===== src/rtl/memory_port_arbiter_if.sv =====
`default_nettype none
// ============================================================================
//  Module   : memory_port_arbiter_if
//  Purpose  : Bundles the two-requester command/response bus and the
//             MemoryManager CPU-side port used by memory_port_arbiter.
//  Ports    : (interface signals, port 1 in the upper half of packed fields)
//    cmdValid/cmdReady/cmdWrite [2]  command handshake per port
//    cmdX [18], cmdY [16], cmdWData [16]  command payload per port
//    rspDone [2], rspError, rspRData [8]  one-cycle response
//    memoryXCoord/YCoord/WriteData, memoryRead/WriteRequest  to MemoryManager
//    memoryReadData, memoryRead/WriteComplete  from MemoryManager
//    busy                             arbiter not idle
//  Modports : slave = arbiter side, master = requesters + MemoryManager side
//  Revision : 1.0  initial release
// ============================================================================
interface memory_port_arbiter_if;
  logic [1:0]  cmdValid;
  logic [1:0]  cmdReady;
  logic [1:0]  cmdWrite;
  logic [17:0] cmdX;
  logic [15:0] cmdY;
  logic [15:0] cmdWData;
  logic [1:0]  rspDone;
  logic        rspError;
  logic [7:0]  rspRData;
  logic [8:0]  memoryXCoord;
  logic [7:0]  memoryYCoord;
  logic [7:0]  memoryWriteData;
  logic        memoryReadRequest;
  logic        memoryWriteRequest;
  logic [7:0]  memoryReadData;
  logic        memoryReadComplete;
  logic        memoryWriteComplete;
  logic        busy;

  modport slave (
    input  cmdValid, cmdWrite, cmdX, cmdY, cmdWData,
    input  memoryReadData, memoryReadComplete, memoryWriteComplete,
    output cmdReady, rspDone, rspError, rspRData,
    output memoryXCoord, memoryYCoord, memoryWriteData,
    output memoryReadRequest, memoryWriteRequest, busy
  );

  modport master (
    output cmdValid, cmdWrite, cmdX, cmdY, cmdWData,
    output memoryReadData, memoryReadComplete, memoryWriteComplete,
    input  cmdReady, rspDone, rspError, rspRData,
    input  memoryXCoord, memoryYCoord, memoryWriteData,
    input  memoryReadRequest, memoryWriteRequest, busy
  );
endinterface
`default_nettype wire


===== src/rtl/memory_port_arbiter.sv =====
`default_nettype none
// ============================================================================
//  Module   : memory_port_arbiter
//  Purpose  : Shares the MemoryManager CPU-side port between port 0 (host
//             bus) and port 1 (fill/blit engine). One command slot per port,
//             round-robin selection on ties, coordinate range check,
//             timeout on stalled accesses, one-cycle response per command.
//  Ports    :
//    clock  in   system clock, rising edge
//    reset  in   asynchronous, active-low
//    bus    slave modport of memory_port_arbiter_if (command, response and
//           MemoryManager signals)
//  Revision : 1.0  initial release
// ============================================================================
module memory_port_arbiter #(
  parameter int SCREEN_WIDTH   = 320,
  parameter int SCREEN_HEIGHT  = 240,
  parameter int TIMEOUT_CYCLES = 15
) (
  input  logic                         clock,
  input  logic                         reset,
  memory_port_arbiter_if.slave         bus
);

  localparam logic [8:0] c_x_limit = SCREEN_WIDTH[8:0];
  localparam logic [7:0] c_y_limit = SCREEN_HEIGHT[7:0];
  localparam logic [3:0] c_timeout = TIMEOUT_CYCLES[3:0];

  typedef enum logic [1:0] {
    IDLE     = 2'd0,
    ISSUE_RD = 2'd1,
    ISSUE_WR = 2'd2,
    RESPOND  = 2'd3
  } state_t;

  state_t          state_q, state_d;

  // Command slots
  logic [1:0]      slot_full_q, slot_full_d;
  logic [1:0]      slot_write_q, slot_write_d;
  logic [1:0][8:0] slot_x_q, slot_x_d;
  logic [1:0][7:0] slot_y_q, slot_y_d;
  logic [1:0][7:0] slot_wdata_q, slot_wdata_d;

  // Arbitration / response state
  logic            owner_q, owner_d;
  logic            last_grant_q, last_grant_d;
  logic            err_q, err_d;
  logic [7:0]      rdata_q, rdata_d;

  // MemoryManager drive
  logic            rd_req_q, rd_req_d;
  logic            wr_req_q, wr_req_d;
  logic [8:0]      mem_x_q, mem_x_d;
  logic [7:0]      mem_y_q, mem_y_d;
  logic [7:0]      mem_wdata_q, mem_wdata_d;
  logic [3:0]      tmo_cnt_q, tmo_cnt_d;

  logic [1:0]      w_accept;
  logic            w_winner;
  logic            w_in_range;
  logic [3:0]      w_tmo_next;
  logic            w_timeout;

  assign w_accept   = bus.cmdValid & ~slot_full_q;
  // With exactly one slot full, slot_full_q[1] names it; on a tie the
  // port that did not win the previous tie goes first.
  assign w_winner   = (&slot_full_q) ? ~last_grant_q : slot_full_q[1];
  assign w_in_range = (slot_x_q[w_winner] < c_x_limit) &&
                      (slot_y_q[w_winner] < c_y_limit);
  assign w_tmo_next = tmo_cnt_q + 4'd1;
  assign w_timeout  = (w_tmo_next == c_timeout);

  // Slot capture and release
  always_comb begin
    slot_full_d  = slot_full_q | w_accept;
    slot_write_d = slot_write_q;
    slot_x_d     = slot_x_q;
    slot_y_d     = slot_y_q;
    slot_wdata_d = slot_wdata_q;
    for (int i = 0; i < 2; i++) begin
      if (w_accept[i]) begin
        slot_write_d[i] = bus.cmdWrite[i];
        slot_x_d[i]     = bus.cmdX[i*9 +: 9];
        slot_y_d[i]     = bus.cmdY[i*8 +: 8];
        slot_wdata_d[i] = bus.cmdWData[i*8 +: 8];
      end
    end
    // The owner's slot cannot be accepting in the same cycle (it is full),
    // so clearing here never races with a capture.
    if (state_q == RESPOND) begin
      slot_full_d[owner_q] = 1'b0;
    end
  end

  // FSM next-state and datapath
  always_comb begin
    state_d      = state_q;
    owner_d      = owner_q;
    last_grant_d = last_grant_q;
    err_d        = err_q;
    rdata_d      = rdata_q;
    rd_req_d     = rd_req_q;
    wr_req_d     = wr_req_q;
    mem_x_d      = mem_x_q;
    mem_y_d      = mem_y_q;
    mem_wdata_d  = mem_wdata_q;
    tmo_cnt_d    = tmo_cnt_q;

    case (state_q)
      IDLE: begin
        if (|slot_full_q) begin
          owner_d = w_winner;
          if (&slot_full_q) begin
            last_grant_d = w_winner;
          end
          if (!w_in_range) begin
            err_d   = 1'b1;
            rdata_d = 8'h00;
            state_d = RESPOND;
          end else begin
            err_d       = 1'b0;
            mem_x_d     = slot_x_q[w_winner];
            mem_y_d     = slot_y_q[w_winner];
            mem_wdata_d = slot_wdata_q[w_winner];
            tmo_cnt_d   = 4'd0;
            if (slot_write_q[w_winner]) begin
              wr_req_d = 1'b1;
              state_d  = ISSUE_WR;
            end else begin
              rd_req_d = 1'b1;
              state_d  = ISSUE_RD;
            end
          end
        end
      end

      ISSUE_RD: begin
        // The request must fall on the same edge the completion is sampled,
        // otherwise the MemoryManager would see a second access.
        if (bus.memoryReadComplete) begin
          rdata_d  = bus.memoryReadData;
          rd_req_d = 1'b0;
          err_d    = 1'b0;
          state_d  = RESPOND;
        end else if (w_timeout) begin
          rdata_d  = 8'h00;
          rd_req_d = 1'b0;
          err_d    = 1'b1;
          state_d  = RESPOND;
        end else begin
          tmo_cnt_d = w_tmo_next;
        end
      end

      ISSUE_WR: begin
        if (bus.memoryWriteComplete) begin
          wr_req_d = 1'b0;
          err_d    = 1'b0;
          state_d  = RESPOND;
        end else if (w_timeout) begin
          rdata_d  = 8'h00;
          wr_req_d = 1'b0;
          err_d    = 1'b1;
          state_d  = RESPOND;
        end else begin
          tmo_cnt_d = w_tmo_next;
        end
      end

      RESPOND: begin
        state_d = IDLE;
      end

      default: begin
        state_d = IDLE;
      end
    endcase
  end

  always_ff @(posedge clock or negedge reset) begin
    if (!reset) begin
      state_q      <= IDLE;
      slot_full_q  <= 2'b00;
      slot_write_q <= 2'b00;
      slot_x_q     <= '0;
      slot_y_q     <= '0;
      slot_wdata_q <= '0;
      owner_q      <= 1'b0;
      last_grant_q <= 1'b1;
      err_q        <= 1'b0;
      rdata_q      <= 8'h00;
      rd_req_q     <= 1'b0;
      wr_req_q     <= 1'b0;
      mem_x_q      <= 9'd0;
      mem_y_q      <= 8'd0;
      mem_wdata_q  <= 8'h00;
      tmo_cnt_q    <= 4'd0;
    end else begin
      state_q      <= state_d;
      slot_full_q  <= slot_full_d;
      slot_write_q <= slot_write_d;
      slot_x_q     <= slot_x_d;
      slot_y_q     <= slot_y_d;
      slot_wdata_q <= slot_wdata_d;
      owner_q      <= owner_d;
      last_grant_q <= last_grant_d;
      err_q        <= err_d;
      rdata_q      <= rdata_d;
      rd_req_q     <= rd_req_d;
      wr_req_q     <= wr_req_d;
      mem_x_q      <= mem_x_d;
      mem_y_q      <= mem_y_d;
      mem_wdata_q  <= mem_wdata_d;
      tmo_cnt_q    <= tmo_cnt_d;
    end
  end

  assign bus.cmdReady           = ~slot_full_q;
  assign bus.rspDone            = (state_q == RESPOND) ? (owner_q ? 2'b10 : 2'b01) : 2'b00;
  assign bus.rspError           = (state_q == RESPOND) && err_q;
  assign bus.rspRData           = rdata_q;
  assign bus.memoryXCoord       = mem_x_q;
  assign bus.memoryYCoord       = mem_y_q;
  assign bus.memoryWriteData    = mem_wdata_q;
  assign bus.memoryReadRequest  = rd_req_q;
  assign bus.memoryWriteRequest = wr_req_q;
  assign bus.busy               = (state_q != IDLE);

endmodule
`default_nettype wire


===== src/flat_wrapper.sv =====
// flat-port wrapper written by rule: the top's interface ports become plain ports
module memory_port_arbiter_flat 
#(
  parameter int SCREEN_WIDTH   = 320,
  parameter int SCREEN_HEIGHT  = 240,
  parameter int TIMEOUT_CYCLES = 15
)
  (clock, reset, bus_cmdValid, bus_cmdWrite, bus_cmdX, bus_cmdY, bus_cmdWData, bus_memoryReadData, bus_memoryReadComplete, bus_memoryWriteComplete, bus_cmdReady, bus_rspDone, bus_rspError, bus_rspRData, bus_memoryXCoord, bus_memoryYCoord, bus_memoryWriteData, bus_memoryReadRequest, bus_memoryWriteRequest, bus_busy);
  memory_port_arbiter_if bus_i ();
  input  logic clock;
  input  logic reset;
  input wire logic [$bits(bus_i.cmdValid)-1:0] bus_cmdValid;
  input wire logic [$bits(bus_i.cmdWrite)-1:0] bus_cmdWrite;
  input wire logic [$bits(bus_i.cmdX)-1:0] bus_cmdX;
  input wire logic [$bits(bus_i.cmdY)-1:0] bus_cmdY;
  input wire logic [$bits(bus_i.cmdWData)-1:0] bus_cmdWData;
  input wire logic [$bits(bus_i.memoryReadData)-1:0] bus_memoryReadData;
  input wire logic [$bits(bus_i.memoryReadComplete)-1:0] bus_memoryReadComplete;
  input wire logic [$bits(bus_i.memoryWriteComplete)-1:0] bus_memoryWriteComplete;
  output wire logic [$bits(bus_i.cmdReady)-1:0] bus_cmdReady;
  output wire logic [$bits(bus_i.rspDone)-1:0] bus_rspDone;
  output wire logic [$bits(bus_i.rspError)-1:0] bus_rspError;
  output wire logic [$bits(bus_i.rspRData)-1:0] bus_rspRData;
  output wire logic [$bits(bus_i.memoryXCoord)-1:0] bus_memoryXCoord;
  output wire logic [$bits(bus_i.memoryYCoord)-1:0] bus_memoryYCoord;
  output wire logic [$bits(bus_i.memoryWriteData)-1:0] bus_memoryWriteData;
  output wire logic [$bits(bus_i.memoryReadRequest)-1:0] bus_memoryReadRequest;
  output wire logic [$bits(bus_i.memoryWriteRequest)-1:0] bus_memoryWriteRequest;
  output wire logic [$bits(bus_i.busy)-1:0] bus_busy;
  assign bus_i.cmdValid = bus_cmdValid;
  assign bus_i.cmdWrite = bus_cmdWrite;
  assign bus_i.cmdX = bus_cmdX;
  assign bus_i.cmdY = bus_cmdY;
  assign bus_i.cmdWData = bus_cmdWData;
  assign bus_i.memoryReadData = bus_memoryReadData;
  assign bus_i.memoryReadComplete = bus_memoryReadComplete;
  assign bus_i.memoryWriteComplete = bus_memoryWriteComplete;
  assign bus_cmdReady = bus_i.cmdReady;
  assign bus_rspDone = bus_i.rspDone;
  assign bus_rspError = bus_i.rspError;
  assign bus_rspRData = bus_i.rspRData;
  assign bus_memoryXCoord = bus_i.memoryXCoord;
  assign bus_memoryYCoord = bus_i.memoryYCoord;
  assign bus_memoryWriteData = bus_i.memoryWriteData;
  assign bus_memoryReadRequest = bus_i.memoryReadRequest;
  assign bus_memoryWriteRequest = bus_i.memoryWriteRequest;
  assign bus_busy = bus_i.busy;
  memory_port_arbiter #(.SCREEN_WIDTH(SCREEN_WIDTH), .SCREEN_HEIGHT(SCREEN_HEIGHT), .TIMEOUT_CYCLES(TIMEOUT_CYCLES)) u_core (.clock(clock), .reset(reset), .bus(bus_i));
endmodule

===== config.mk =====
export PLATFORM = sky130hd
export DESIGN_NAME = memory_port_arbiter_flat
export DESIGN_NICKNAME = d
export VERILOG_FILES = /design/src/rtl/memory_port_arbiter_if.sv /design/src/rtl/memory_port_arbiter.sv /design/src/flat_wrapper.sv
export SDC_FILE = /design/constraint.sdc
export NUM_CORES = 1
export LEC_CHECK = 0
export CORE_ASPECT_RATIO = 1.4
export CORE_MARGIN = 2
export CORE_UTILIZATION = 49
export DETAILED_ROUTE_END_ITERATION = 6
export MAX_ROUTING_LAYER = met4
export PLACE_DENSITY_LB_ADDON = 0.15
export SKIP_CTS_REPAIR_TIMING = 1
export SYNTH_ARGS = -nofsm -noshare
export SYNTH_HDL_FRONTEND = slang
export SYNTH_SLANG_ARGS = --single-unit

===== constraint.sdc =====
create_clock -name clock -period 2.3 [get_ports clock]
set_clock_uncertainty 0.2 [all_clocks]
set_input_delay 0.46 -clock clock [delete_from_list [all_inputs] [get_ports clock]]
set_output_delay 0.46 -clock clock [all_outputs]
set_load 0.005 [all_outputs]

Word-level counts from Yosys, hierarchy flattened
Index checks and enable logic that the tools add are counted.
Widths: inputs -> output; s select.
{"block": "totals", "reg_bits": 98, "latch_bits": 0, "mem_bits_rw": 0, "rom_bits": 0, "inputBits": 66, "output_inout_bits": 41, "n_memories": 0}
{"block": "op_classes", "add_sub_neg": 1, "multipliers": 0, "div_mod_pow": 0, "n_lt_le_gt_ge": 5, "eq_ne": 13, "shift": 0, "n_mux": 50, "bitwise": 6, "n_reduce_logical": 18}
{"op": "$mux 8", "n": 9}
{"op": "$pmux 8 s3", "n": 1}
{"op": "$mux 4", "n": 5}
{"op": "$mux 1", "n": 18}
{"op": "$mux 2", "n": 9}
{"op": "$mux 9", "n": 2}
{"op": "$reduce_and 5->1", "n": 3}
{"op": "$pmux 4 s3", "n": 1}
{"op": "$lt 9x9->1 const B", "n": 1}
{"op": "$lt 8x8->1 const B", "n": 1}
{"op": "$ne 2x2->1 const B", "n": 4}
{"op": "$pmux 2 s4", "n": 1}
{"op": "$reduce_and 4->1", "n": 2}
{"op": "$ne 2x1->1 const B", "n": 3}
{"op": "$ne 3x2->1 const B", "n": 2}
{"op": "$reduce_and 2->1", "n": 3}
{"op": "$reduce_bool 2->1", "n": 3}
{"op": "$add 4x1->4 const B", "n": 1}
{"op": "$and 2x2->2", "n": 2}
{"op": "$eq 2x2->1 const B", "n": 2}
{"op": "$eq 4x4->1 const B", "n": 1}
{"op": "$lt 1x2->1 const B", "n": 2}
{"op": "$not 2->2", "n": 2}
{"op": "$pmux 1 s2", "n": 2}
{"op": "11 further kinds", "n": 13}

Longest topological paths before layout
Gate-level depths: netlist of the first run.
{"block": "logic_depth", "word_depth": 9, "depth_mapped": 8, "ltp_nobuf": 7}

Least setup slack after synthesis of the first run
Ideal clock, no wire load.
{"block": "synth_timing", "path_kind": "flip-flop to flip-flop", "from": "register u_core.state_q[0]", "to": "register u_core.tmo_cnt_q[1]", "setup_ps": 128, "arrival_time_ps": 1638, "required_time_ps": 1972, "path_slack_ps": 334, "path_stages_with_launch": 7, "n_path_buf": 0, "synth_period_minus_slack_ps": 1966, "cell_sequence": "dfrtp_1 inv_1 ha_1 a221o_1 a311oi_4 a21boi_1 o22ai_1"}
{"block": "synth_via", "elab_chain_cells": 3, "elab_cells_between_ends": 10, "cone_classes": "eq/ne (6); mux (1); reduce/logical (3)"}
{"element": "start, declared", "line": "memory_port_arbiter.sv:36", "source": "state_t state_q, state_d;"}
{"element": "start signal, assigned", "line": "memory_port_arbiter.sv:200", "source": "state_q <= state_d;"}
{"element": "$eq 2x2->1 (tied with other cells)", "line": "memory_port_arbiter.sv:110", "source": "case (state_q)"}
{"element": "$ne 2x2->1 (no line) (tied with other cells)"}
{"element": "$reduce_and 5->1 (no line)"}
{"element": "end signal, assigned", "line": "memory_port_arbiter.sv:215", "source": "tmo_cnt_q <= tmo_cnt_d;"}
{"element": "end, declared", "line": "memory_port_arbiter.sv:57", "source": "logic [3:0] tmo_cnt_q, tmo_cnt_d;"}
Parallel ways exist; a longest one is shown, timed or not.
A chain may end at the register's enable or synchronous reset.

Final worst setup path of the first run
{"block": "layout_timing", "from": "register u_core.state_q[0]", "to": "output port bus_rspError"}
{"block": "layout_via", "elab_chain_cells": 2}
{"element": "$eq 2x2->1", "line": "memory_port_arbiter.sv:221", "source": "assign bus.rspError = (state_q == RESPOND) && err_q;"}
{"element": "$logic_and 1x1->1", "line": "memory_port_arbiter.sv:221"}
{"element": "end, declared", "line": "flat_wrapper.sv:22", "source": "output wire logic [$bits(bus_i.rspError)-1:0] bus_rspError;"}
No other way between the ends.

==> PnR_summary.wiki, run 1 <==
{| class="wikitable"
! Metric !! Value
|-
| Mean instance size in the synthesized netlist || 12.39 um^2
|-
| Final std cells w/o fill || 582
|-
| Layout Area Growth over Synthesis || 37.99%
|-
| Type of the tightest min-delay check || reg2reg
|-
| Predominant post-synthesis flop cell || dfrtp_1
|-
| Maximum number of pins on one net before global-route repair || 50
|-
| DP Area || 5673 um^2
|-
| Critical path class || reg2out
|-
| Number of H-tree branching levels || 3
|-
| Placed cell count || 565
|-
| Synth unique cells || 51
|-
| Data arrival time of the worst path || 1.57 ns
|-
| Reg-to-Reg Start || u_core.state_q[1]
|-
| Number of endpoints failing setup at the final stage || 0
|-
| Count of nets left with antenna violations after detail routing || 0
|-
| Mapped Nets || 427
|-
| Switching power share of the total || 0.3456
|-
| Net switching component of the power || 3.124 mW
|-
| Slew of the pin with the lowest slew margin || 0.4882 ns
|-
| Drc violations || 0
|-
| Global Route Usage Sum || 0.2254
|-
| Number of buffer cells added on primary ports || 106
|-
| Critical path startpoint || u_core.state_q[0]
|-
| Share of synthesized flip-flops with an asynchronous set or reset || 1.000
|-
| Tmin final || 2.226 ns
|-
| Nature of the critical path endpoint || output port
|-
| Cell count after synthesis || 354
|-
| Max clock buf depth || 2
|-
| Top Ports || 107
|-
| Number of antenna repair diodes || 0
|-
| Fin crit share || 0.9677
|-
| Status || finished, final reports clean
|-
| Total iterations of the first detailed-routing run || 5
|-
| Vias per Instance || 5.490
|-
| Clock transition at the registers of the reported paths || 0.06 ns
|-
| Global-route wire length before repair || 16,610 um
|-
| Placement row count || 40
|-
| Estimated wirelength of the detail-placed design || 7278 um
|-
| Sequential element share of the synthesized area || 0.5593
|-
| Cell at the root of the clock tree || clkbuf_16
|-
| Fillers || 666
|-
| Endpoint of the lowest-slack register-to-register path || u_core.bus.rspRData[3]
|-
| Share of layout cells above drive strength 1 || 0.2117
|-
| Effective utilization at floorplan || 0.5066
|-
| Total of flip-flops plus latches after synthesis || 98
|-
| Power share of the sequential group || 0.347
|-
| Fin. Hold Viols || 0
|-
| Antenna violations before repair || 0
|-
| Count of yosys warnings during synthesis || 0
|-
| Worst setup path endpoint || bus_rspError
|-
| Detailed router's first-iteration violation count || 147
|-
| Overall via count from detail_route || 3,195
|-
| Most common cell after layout, fill and taps aside || clkdlybuf4s50_1
|-
| Power density relative to cell area || 1493 nW/um^2
|-
| Max Freq || 449.3 MHz
|-
| Number of cell instances on the worst register-to-register path || 6
|-
| CTS tree || done
|-
| Height of the chip || 116.0 um
|-
| GP Congestion || 0.8283
|-
| Clock network fraction of design power || 0.177
|-
| Cell internal power dissipation || 5.915 mW
|-
| Grt ovf || 0
|-
| Commonest cells after routing, fill and taps aside || clkdlybuf4s50_1 (102), dfrtp_1 (96), mux2_2 (52)
|-
| Max Slew Vio Count || 0
|-
| Data required time at the worst endpoint || 1.64 ns
|-
| Clock sink count || 98
|-
| Final Net Count || 545
|-
| Setup TNS Final || 0 ns
|-
| Via count of the first global-routing pass || 3,380
|-
| Leakage power figure || 2.652 nW
|-
| Max Fanout on Critical Path || 5
|-
| Worst IR Drop VDD || 0.0009965 V
|-
| Count of flip-flops with a built-in enable after synthesis || 0
|-
| Routed WL || 10,010 um
|-
| Minimum setup slack among reg-to-reg paths || 0.17 ns
|-
| Total of max-cap violations || 0
|-
| Area of the mapped netlist || 4387 um^2
|-
| Slew Limit Headroom || 0.6745
|-
| Die width || 83.97 um
|-
| CTS Buf Count || 9
|-
| Combinational Power Share || 0.476
|-
| Die Area || 9736 um^2
|-
| Critical Path Source Type || flip-flop
|-
| Worst-skew pair later-pin latency || 0.34 ns
|-
| Area of the core region || 8658 um^2
|-
| Layout Cell Area excl Fill || 6053 um^2
|-
| Wire per inst || 17.19 um
|}
[cells by family (layout without fill, tap and decap cells)]
| group | after synthesis | in the layout | synth area share |
|---|---|---|---|
| and+or+nand+nor | 64 | 64 | 0.06960 |
| DFF | 98 | 98 | 0.5593 |
| adders and majority gates | 7 | 7 | 0.01996 |
| muxes | 78 | 78 | 0.1928 |
| AOI/OAI and AO/OA | 74 | 74 | 0.1201 |
| xor gates and xnor gates | 2 | 2 | 0.003994 |
| buffers and inverters | 31 | 154 | 0.03423 |
[synthesized netlist by cell type, drive strengths merged, types with 3 or more instances]
master | count | area share
dfrtp | 97 | 0.55
nand3 | 3 | 0.0063
and2 | 3 | 0.0043
nor2 | 36 | 0.031
a21oi | 29 | 0.034
o21ai | 9 | 0.010
mux2i | 26 | 0.059
mux2 | 52 | 0.13
nor2b | 3 | 0.0043
inv | 13 | 0.011
buf | 15 | 0.020
o221ai | 3 | 0.0060
ha | 7 | 0.020
nand2 | 11 | 0.0094
a22o | 9 | 0.018
clkbuf | 3 | 0.0034
[power by group through the flow]
stage	registers (mW)	logic, mW	clock network [mW]
floorplan	3.03	2.68	0
global placement	3.12	4.17	0
detailed placement	3.15	4.28	0
CTS	3.13	4.31	1.62
global route	3.25	4.75	1.70
finish	3.14	4.30	1.60
[final cells by class]
| class | count | area, um^2 | share of cell area |
|---|---|---|---|
| clock buffers | 12 | 246.5 | 0.04072 |
| clock inverters | 4 | 73.82 | 0.01220 |
| inverters | 13 | 48.80 | 0.008061 |
| multi-input cells | 225 | 1833 | 0.3028 |
| flip-flops and latches | 98 | 2455 | 0.4055 |
| well taps | 105 | 131.4 | 0.02170 |
| repair buffers | 125 | 1265 | 0.2090 |
[critical path, cell delays in order (launching register included)]
cell             delay [ns]
dfrtp_1                0.38
buf_6                  0.14
ha_4                   0.16
and2_1                 0.12
clkdlybuf4s50_1        0.43
[metal layers]
metal / GRT usage / vias to the layer above / wire [um]
met5: - / - / 0
met1: 0.2656 / 1595 / 4082
met2: 0.3941 / 86 / 5406
met3: 0.03704 / 16 / 348
li1: - / 1498 / -
met4: 0.07742 / 0 / 169
[through the flow]
| stage | hold slack, ns | setup WS, ns | total power [mW] | utilization |
|---|---|---|---|---|
| floorplan | -0.03559 | 0.3345 | 5.716 | - |
| global placement | 0.2640 | 0.03438 | 7.290 | 0.6552 |
| detailed placement | 0.2631 | -0.06704 | 7.429 | 0.6552 |
| CTS | -0.09687 | -0.1816 | 9.064 | 0.6922 |
| global route | 0.3169 | -0.006527 | 9.709 | 0.6991 |
| finish | 0.2997 | 0.07422 | 9.039 | 0.6991 |
[how the worst min path moves through the flow]
stage,start,to,slack [ns],cells past startpoint
2_1_floorplan,reset,u_core.bus.memoryReadRequest,-0.04,0
5_1_grt,u_core.slot_x_q[13],u_core.slot_x_q[13],0.32,1
4_1_cts,reset,u_core.tmo_cnt_q[1],-0.1,1
6_report,u_core.bus.rspRData[0],u_core.bus.rspRData[0],0.30,1
3_3_place_gp,reset,u_core.bus.rspRData[7],0.26,1
3_5_place_dp,reset,u_core.bus.rspRData[7],0.26,1
[state kept, by name (all words and copies together) (netlist names), 2 cells and up]
register                    cells
u_core.bus.rspRData             8
u_core.slot_write_q             2
u_core.tmo_cnt_q                4
u_core.bus.memoryWriteData      8
u_core.slot_y_q                16
u_core.state_q                  2
u_core.slot_wdata_q            16
u_core.bus.memoryXCoord         9
u_core.slot_full_q              2
u_core.bus.memoryYCoord         8
u_core.slot_x_q                18
(Power assumes the default switching activity.)
==> inputs of run 2 (changes only) <==
- PLACE_DENSITY: default -> 0.9
- PLACE_DENSITY_LB_ADDON: 0.15 -> default
- clock period: 2.3 -> 2.4 ns (I/O delays scaled with it)
==> run 2 against run 1 <==
  * The flow now finishes with violations (hold timing)
  * Critical path type unchanged
  * Global-route usage shrank 0.31 points
  * Utilization shrank 1.0 points
  * Cell count shrank 1.2%
  * Non-clock buffer count shrank 7
==> PnR_summary.wiki, run 2 (same netlist as run 1, synthesis figures left out) <==
{| class="wikitable"
! Metric !! Value
|-
| Status || finished with violations
|-
| Failing checks || hold timing
|-
| Slew Limit Headroom || 0.6142
|-
| Final Net Count || 538
|-
| Most common cell after layout, fill and taps aside || clkdlybuf4s50_1
|-
| Die Area || 9736 um^2
|-
| Setup TNS Final || 0 ns
|-
| Antenna violations before repair || 0
|-
| Critical Path Slowest Stage Cell || clkdlybuf4s50_1
|-
| Top Ports || 107
|-
| Worst setup slack before clock tree synthesis || 0.06772 ns
|-
| Count of nets left with antenna violations after detail routing || 0
|-
| DP Area || 5620 um^2
|-
| Power, Total || 8.536 mW
|-
| Data arrival time of the worst path || 1.67 ns
|-
| Most flops, register || u_core.slot_x_q
|-
| Placement row count || 40
|-
| Die width || 83.97 um
|-
| Clock sink count || 98
|-
| Power density relative to cell area || 1431 nW/um^2
|-
| Critical path class || reg2out
|-
| Worst-case setup margin in the final layout || 0.05128 ns
|-
| Estimated wirelength of the detail-placed design || 7032 um
|-
| Utilization of the core after routing || 0.6887
|-
| Largest register FFs || 18
|-
| Number of H-tree branching levels || 3
|-
| Commonest cells after routing, fill and taps aside || clkdlybuf4s50_1 (105), dfrtp_1 (96), mux2_2 (52)
|-
| Critical Path Source Type || flip-flop
|-
| Placed cell count || 558
|-
| Number of buffer cells added on primary ports || 106
|-
| Wire per inst || 17.98 um
|-
| Effective utilization at floorplan || 0.5066
|-
| Total iterations of the first detailed-routing run || 4
|-
| Overall via count from detail_route || 3,204
|-
| Worst-skew pair later-pin latency || 0.34 ns
|-
| Hold_ws || -0.04571 ns
|-
| CTS tree || done
|-
| Global-route wire length before repair || 16,430 um
|-
| Layout Area Growth over Synthesis || 35.94%
|-
| Height of the chip || 116.0 um
|-
| Share of layout cells above drive strength 1 || 0.2021
|-
| Global Route Usage Sum || 0.2223
|-
| Routed WL || 10,340 um
|-
| Slowest stage delay, CP || 0.53 ns
|-
| Max Fanout on Critical Path || 6
|-
| Fin crit share || 0.9786
|-
| Max clock buf depth || 2
|-
| Grt ovf || 0
|-
| Fillers || 636
|-
| Nature of the critical path endpoint || output port
|-
| Worst IR Drop VDD || 0.0008352 V
|-
| Tmin final || 2.349 ns
|-
| Vias per Instance || 5.572
|-
| GP Congestion || 0.9264
|-
| Clock transition at the registers of the reported paths || 0.07 ns
|-
| Detailed router's first-iteration violation count || 130
|-
| Area of the core region || 8658 um^2
|-
| Top flop regs || u_core.slot_x_q (18), u_core.slot_wdata_q (16), u_core.slot_y_q (16)
|-
| Cell at the root of the clock tree || clkbuf_16
|-
| Via count of the first global-routing pass || 3,399
|-
| Final std cells w/o fill || 575
|-
| Total of max-cap violations || 0
|-
| Number of antenna repair diodes || 0
|-
| Fin. Hold Viols || 14
|-
| Type of the tightest min-delay check || in2async
|-
| Number of endpoints failing setup at the final stage || 0
|-
| Slew of the pin with the lowest slew margin || 0.5748 ns
|-
| Maximum number of pins on one net before global-route repair || 99
|-
| Drc violations || 0
|-
| Leakage power figure || 2.567 nW
|-
| Layout Cell Area excl Fill || 5963 um^2
|-
| CTS Buf Count || 9
|-
| Max Slew Vio Count || 0
|-
| CP Cell Sequence || ha_2 -> nor2b_2 -> clkdlybuf4s50_1
|-
| Max Freq || 425.8 MHz
|-
| Data required time at the worst endpoint || 1.72 ns
|}
==> run 2: area by class of cell <==
cell class	instances	area, um^2	area share
Sequential cell	98	2455	0.4117
Multi-Input combinational cell	225	1813	0.3040
Timing Repair Buffer	118	1199	0.2010
Clock buffer	13	270.3	0.04532
Tap cell	105	131.4	0.02203
Inverter	13	48.80	0.008183
Clock inverter	3	46.29	0.007763
==> run 2: worst paths after layout <==
| kind | startpoint | to | slack (ns) | cells past startpoint |
|---|---|---|---|---|
| worst max-delay path | u_core.state_q[0] | bus_rspDone[0] | 0.05 | 3 |
| worst min-delay path | reset | u_core.tmo_cnt_q[0] | -0.05 | 2 |
| worst max register to register | u_core.tmo_cnt_q[1] | u_core.bus.rspRData[2] | 0.21 | 6 |
| worst min register to register | u_core.bus.rspRData[1] | u_core.bus.rspRData[1] | 0.30 | 1 |
| max in group asynchronous | reset | u_core.state_q[0] | 1.59 | 2 |
| min in group clock | u_core.bus.rspRData[1] | u_core.bus.rspRData[1] | 0.30 | 1 |
==> run 2: power by group <==
part / internal (mW) / leakage (nW) / switching, mW
clock: 0.896 / 0.152 / 0.597
combinational: 2.15 / 1.25 / 1.86
sequential: 2.49 / 1.16 / 0.540
total: 5.53 / 2.57 / 3.00
==> run 2: worst max-delay path, delay by kind of cell (launching register included) <==
family | cells | cell delay, ns
adder cells (fa/ha/maj) | 1 | 0.22
flip-flops | 1 | 0.41
buffers and inverters | 1 | 0.53
AND/OR/NAND/NOR | 1 | 0.18
==> run 2: metal layers <==
layer / share of wire / up-vias / GRT usage
met4: 0.019 / 0 / 0.08602
li1: - / 1485 / -
met1: 0.40 / 1599 / 0.2459
met2: 0.53 / 106 / 0.3957
met5: 0 / - / -
met3: 0.048 / 14 / 0.04487
==> inputs of run 3 (changes only) <==
- ABC_CLOCK_PERIOD_IN_PS: default -> 2400
==> results of run 3 <==
Same layout as run 2: the final DEF is identical, and so are final timing and power.
